### src/rtl/stage_skid_reg.sv
// stage_skid_reg: two-entry pipeline register with a skid slot.
// The output side can be stalled by one bit of a lock vector, and a flush
// empties the stage. in_ready comes only from registered state, which breaks
// the combinational ready path from downstream.
module stage_skid_reg #(
  parameter int DW       = 32,
  parameter int LOCK_W   = 5,
  parameter int LOCK_BIT = 3
) (
  input  logic              clk,
  input  logic              rst,
  input  logic              in_valid,
  output logic              in_ready,
  input  logic [DW-1:0]     in_data,
  input  logic [LOCK_W-1:0] lock,
  input  logic              flush,
  output logic              out_valid,
  input  logic              out_ready,
  output logic [DW-1:0]     out_data,
  output logic [1:0]        count
);

  // The state encoding is also the occupancy count.
  typedef enum logic [1:0] {
    EMPTY = 2'd0,
    ONE   = 2'd1,
    FULL  = 2'd2
  } state_t;

  state_t        r_state;
  state_t        w_state_next;
  logic [DW-1:0] r_main;
  logic [DW-1:0] r_skid;
  logic [DW-1:0] w_main_next;
  logic [DW-1:0] w_skid_next;

  logic w_in_ready;
  logic w_out_valid;
  logic w_in_fire;
  logic w_out_fire;
  logic w_stall;

  // Only lock[LOCK_BIT] matters to this stage. The reduction gives the other
  // bits a reader so they are not reported as unused.
  logic w_unused_lock;
  assign w_unused_lock = ^lock;

  assign w_stall     = lock[LOCK_BIT];
  assign w_in_ready  = (r_state != FULL);
  assign w_out_valid = (r_state != EMPTY);
  assign w_in_fire   = in_valid & w_in_ready;
  assign w_out_fire  = w_out_valid & out_ready & ~w_stall;

  assign in_ready  = w_in_ready;
  assign out_valid = w_out_valid;
  assign out_data  = r_main;
  assign count     = r_state;

  // State register. An asynchronous reset empties the stage at once.
  always_ff @(posedge clk or posedge rst) begin
    if (rst) begin
      r_state <= EMPTY;
    end else begin
      r_state <= w_state_next;
    end
  end

  // Payload registers. These are zeroed on reset so that out_data reads 0.
  always_ff @(posedge clk or posedge rst) begin
    if (rst) begin
      r_main <= '0;
      r_skid <= '0;
    end else begin
      r_main <= w_main_next;
      r_skid <= w_skid_next;
    end
  end

  // Next-state and data-movement decode. Flush overrides all other activity.
  always_comb begin
    w_state_next = r_state;
    w_main_next  = r_main;
    w_skid_next  = r_skid;
    case (r_state)
      EMPTY: begin
        if (w_in_fire) begin
          w_main_next  = in_data;
          w_state_next = ONE;
        end
      end
      ONE: begin
        case ({w_in_fire, w_out_fire})
          2'b10: begin
            w_skid_next  = in_data;
            w_state_next = FULL;
          end
          2'b01: begin
            w_state_next = EMPTY;
          end
          2'b11: begin
            w_main_next  = in_data;
            w_state_next = ONE;
          end
          default: begin
            w_state_next = ONE;
          end
        endcase
      end
      FULL: begin
        // in_ready is low here, so an in_fire cannot happen in this state.
        if (w_out_fire) begin
          w_main_next  = r_skid;
          w_state_next = ONE;
        end
      end
      default: begin
        w_state_next = EMPTY;
      end
    endcase
    // A payload that arrives during a flush is dropped. The stored data is
    // left as it was, because it becomes invisible once the stage is empty.
    if (flush) begin
      w_state_next = EMPTY;
      w_main_next  = r_main;
      w_skid_next  = r_skid;
    end
  end

endmodule
### config.mk
export PLATFORM = sky130hd
export DESIGN_NAME = stage_skid_reg
export DESIGN_NICKNAME = d
export VERILOG_FILES = /design/src/rtl/stage_skid_reg.sv
export SDC_FILE = /design/constraint.sdc
export NUM_CORES = 1
export LEC_CHECK = 0
export ABC_AREA = 1
export BUFFER_PORTS_ARGS = -buffer_cell sky130_fd_sc_hd__buf_2
export CAP_MARGIN = 10
export CORE_MARGIN = 1.5
export CORE_UTILIZATION = 47
export CTS_CLUSTER_SIZE = 14
export DETAILED_ROUTE_END_ITERATION = 12
export GPL_ROUTABILITY_DRIVEN = 0
export HOLD_SLACK_MARGIN = 0.05
export PLACE_DENSITY = 0.75
export SLEW_MARGIN = 20
export SYNTH_ARGS = -nofsm -noshare
export SYNTH_HDL_FRONTEND = slang
export SYNTH_SLANG_ARGS = --single-unit
export TNS_END_PERCENT = 30
### constraint.sdc
create_clock -name clk -period 2 [get_ports clk]
set_clock_uncertainty 0.15 [all_clocks]
set_input_delay 0.2 -clock clk [delete_from_list [all_inputs] [get_ports clk]]
set_output_delay 0.2 -clock clk [all_outputs]
set_load 0.005 [all_outputs]
**Word-level counts from Yosys, hierarchy flattened**

Cells that the tools add are included.

- Add/sub/neg operators: 0
- Multiply operators: 0
- Divide/modulo/power cells: 0
- Order comparisons: 0
- Equality and inequality tests: 11
- Shift operators: 0
- Muxes and demuxes: 9
- Bitwise logic cells: 5
- Reduce and logical (&&, ||, !) cells: 6

Operators with widths:

| operator | count |
|---|---|
| 2-to-1 mux 32 bit | 3 |
| one-hot mux 32 bit (3 select lines) | 1 |
| == test 2 bit, second input constant | 3 |
| 2-to-1 mux 2 bit | 3 |
| != test 2 bit, second input constant | 3 |
| != test 3 bit, second input constant | 2 |
| one-hot mux 2 bit (3 select lines) | 1 |
| AND reduction 5 bit | 1 |
| == test 2 x 1 -> 1 bit, second input constant | 2 |
| one-hot mux 2 bit (2 select lines) | 1 |
| bitwise AND 1 bit | 3 |
| AND reduction 3 bit | 1 |
| nonzero test 3 bit | 1 |
| zero test 2 bit | 1 |
| != test 2 x 1 -> 1 bit, second input constant | 1 |
| NOT 1 bit | 2 |
| AND reduction 2 bit | 1 |
| nonzero test 2 bit | 1 |

- Bits in registers: 66
- Latch bits: 0
- RAM bits: 0
- ROM bits: 0
- Logic and storage cells: 34
- Memories kept: 0

**Depth between registers and ports, before layout**

- Word-level depth: 7
- Depth in mapped cells: 9
- Gate-level depth less buffers: 7

**Least setup slack after synthesis**

OpenSTA, ideal clock, no wires.

- Kind: register to register
- Start: register r_state[1] (netlist: count[1])
- End: register r_main[10] (netlist: out_data[10])
- Setup time: 123 ps
- Arrival: 1082 ps
- Required time: 1727 ps
- Path slack: 645 ps
- Stages on the path, launching flop included: 8
- Path buffers: 1
- Path through: dfrtp_1 inv_2 nor2_2 nand2_1 nand3_2 buf_2 o21ai_0 nand2_1

- Longest elaborated chain between the ends: 6
- Elaborated cells between the ends (all ways): 15
- Those cells by class: eq/ne (7); mux (1); bitwise (3); reduce/logical (4)

Ends and longest elaborated chain:

| element | line | RTL |
|---|---|---|
| from (decl) | 30 | `state_t r_state;` |
| from (signal assigned) | 64 | `r_state <= w_state_next;` |
| nonzero test 2 bit | 50 | `assign w_out_valid = (r_state != EMPTY);` |
| bitwise AND 1 bit (2 in a row) | 52 | `assign w_out_fire = w_out_valid & out_ready & ~w_stall;` |
| == test 2 bit | 92 | `case ({w_in_fire, w_out_fire})` |
| != test 2 x 1 -> 1 bit (no line) | - |  |
| AND reduction 5 bit (no line) | - |  |
| to (signal assigned) | 74 | `r_main <= w_main_next;` |
| to (decl) | 32 | `logic [DW-1:0] r_main;` |

Parallel ways exist; a longest one is shown, timed or not.
A chain may end at the register's enable or synchronous reset.

**Worst setup path in the final report**

- Start: register r_state[1] (netlist: count[1])
- End: output in_ready

- Longest elaborated chain between the ends: 1

Ends and longest elaborated chain:

| element | line | RTL |
|---|---|---|
| != test 2 bit | 49 | `assign w_in_ready = (r_state != FULL);` |
| to (decl) | 13 | `output logic in_ready,` |

No other way between the ends.

==> results.md <==
* Ant. Diodes at 0
* Setup violations, final at 0
* Initial DRT Pass Iterations at 4
* Worst reg2reg path depth at 8
* Clk sinks at 66
* Max Slew Vio Count at 0
* Pwr/cell area at 976 mW/mm^2
* Type of origin of the critical path: flop
* Mapped Avg Cell Area at between 8 and 9 um^2
* RSZ-0062 raised after global routing: false
* Syn_nets at 411
* Antenna Nets Post-Route at 0
* Via/cell ratio at about 5
* Rows at 29
* CTS Buffer Depth at 2
* Max H-tree Level at 3
* Top-level port count at 78
* Status: finished clean
* First-pass GRT wire length at 11900 um
* CP most frequent cell: inv_2
* Vias in the first global route at 2723
* Total Nets Final at 515
* Pin count of the biggest net entering global routing at 67
* HPWL after DPL at around 4200 um
* Least-Margin Pin Slew at 0.347 ns
* CTS root buffer: clkbuf_8
* GR Util All Layers at 0.218
* DR DRC count at 0
* CTS tree: built
* Largest stage delay, worst path at 0.42 ns
* Critical path depth at 5
* Min-delay worst type: in2reg
* Total Wirelength at 7030 um
* Min cycle time layout at between 1.5 and 2 ns
* Ys Warns at 0
* Max VDD drop at 0.000614 V
* Synth top area share at 0.546
* CP Buf/Inv Count at 4
* Max-slew headroom at 0.768
* Post-synth top area cell: dfrtp_1
* Setup Fix Bufs, Post-CTS at 0
* Number of max-cap violations at 0
* Synth top area cells: dfrtp_1, nand2_1, o21ai_0
* Critical path class: reg2out
* Setup TNS Final at 0 ns
* #FFs+latches synth at 66
* Crit path max-delay family: buffers and inverters
* Die Ht at 83.2 um
* Share of cells above drive strength 1 at 0.218
* WP data arrival at 1.46 ns
* Reg clk slew, reported paths at 0.07 ns
* Starting Density at 0.482
* Post-synthesis cell count at 369
* Via count of the routed design at 2749
* Clock latency on the worst-skew pair at about 0.33 ns
* Initial DRC Count at 142
* Avg WL per Cell at 12.7 um
* Slowest cell on the critical path: dfrtp_1
* Crit path cell chain: inv_2, nor2_2, inv_2, buf_4, buf_2
* Die Width at 83.2 um
* CORE AREA at 0.00628 mm^2
* Hold Buf Count CTS at 33
* Leak at 2.06 nW
* Area Overhead vs Synth at 30.0%
* Crit. End Element: primary output
* Port Buf Inserts at 73
* CTS resizes at 0
* Dpl ws at ~0.31 ns
* Number of antenna violations at the first check in global routing at 0
* Cell Area, Synth at 0.00302 mm^2
* Worst Path Required at roughly 1.7 ns
* Hold violation total from the final report at 0
* Die ar. at just under 0.007 mm^2
* CP Max Fanout at 33
* Seq/Total Area, Yosys at 0.546
* Fin crit share at 0.904
* WHS Path Cells at 4
* Final worst slack at 0.192 ns
* Number of CTS-inserted buffers at 9
* GRT overflow at 0
* Library cells used by synthesis at 18
* Max Fclk at 553 MHz
==> through the flow <==
stage / total power [mW] / std cells / instance area (um^2) / util / hold WS [ns]
2_1_floorplan: 2.37 / 369 / 3030 / - / 0.171
3_3_place_gp: 2.67 / 506 / 3410 / 0.544 / 0.173
3_5_place_dp: 2.72 / 506 / 3410 / 0.544 / 0.172
4_1_cts: 3.87 / 554 / 3930 / 0.626 / 0.0548
5_1_grt: 4.10 / 554 / 3930 / 0.626 / 0.0839
6_report: 3.83 / 554 / 3930 / 0.626 / 0.0681
==> placed cells by master, fill, tap and decap left out, drive strengths merged, types with 2 or more instances in the layout <==
master	n
o21ai	97
clkinv	2
inv	39
nand3	3
dfrtp	66
dlygate4sd3	33
buf	82
clkbuf	12
nor2	6
nand2	133
==> sequential cells by signal, summed over array words and instances, names as in the netlist <==
name,cells
count,2
r_skid,32
out_data,32
==> power breakdown <==
| group | leakage (nW) | internal (mW) | switching (mW) |
|---|---|---|---|
| Sequential | 0.809 | 1.72 | 0.142 |
| Combinational | 1.16 | 0.382 | 0.505 |
| Clock | 0.0962 | 0.600 | 0.487 |
| Total | 2.06 | 2.70 | 1.13 |
==> worst min-delay path: cells and delay by family <==
| kind | cells | cell delay, ns |
|---|---|---|
| AOI/OAI and AO/OA | 1 | 0.09 |
| buffers and inverters | 2 | 0.13 |
| and+or+nand+nor | 1 | 0.08 |
==> final cells by class <==
class / instances / area (um^2)
clock buffer: 12 / 145
clock inverter: 3 / 40.0
fill: 563 / 2350
inverter: 40 / 154
multi-input combinational: 241 / 1070
sequential: 66 / 1650
tap: 77 / 96.3
timing repair buffer: 115 / 776
==> per-layer routing <==
layer	track usage	vias up	wire length [um]
met4	0.112	0	215
met3	0.0417	20	318
met5	0	-	0
met2	0.367	73	3490
li1	-	1367	-
met1	0.267	1289	3010
==> logic make-up (layout without fill, tap and decap cells) <==
family                 after synthesis  after routing  synth area share
AOI/OAI and AO/OA                   98             98             0.162
buffers and inverters               62            170             0.101
DFF                                 66             66             0.546
and+or+nand+nor                    143            143             0.190
==> worst paths after layout <==
kind	start	end	slack, ns
worst max-delay path	count[1]$_DFFE_PP0P_	in_ready	0.19
worst min-delay path	flush	count[1]$_DFFE_PP0P_	0.07
worst max register to register	count[1]$_DFFE_PP0P_	out_data[13]$_DFFE_PP0P_	0.29
worst min register to register	out_data[18]$_DFFE_PP0P_	out_data[18]$_DFFE_PP0P_	0.34
max in group asynchronous	rst	out_data[30]$_DFFE_PP0P_	1.08
min in group asynchronous	rst	count[1]$_DFFE_PP0P_	0.34
==> cells in the mapped netlist, drive strengths merged <==
master,count
nand2,133
o21ai,97
dfrtp,66
inv,40
buf,18
nor2,6
clkbuf,4
nand3,3
a21oi,1
nand4,1
(Power assumes the default switching activity.)
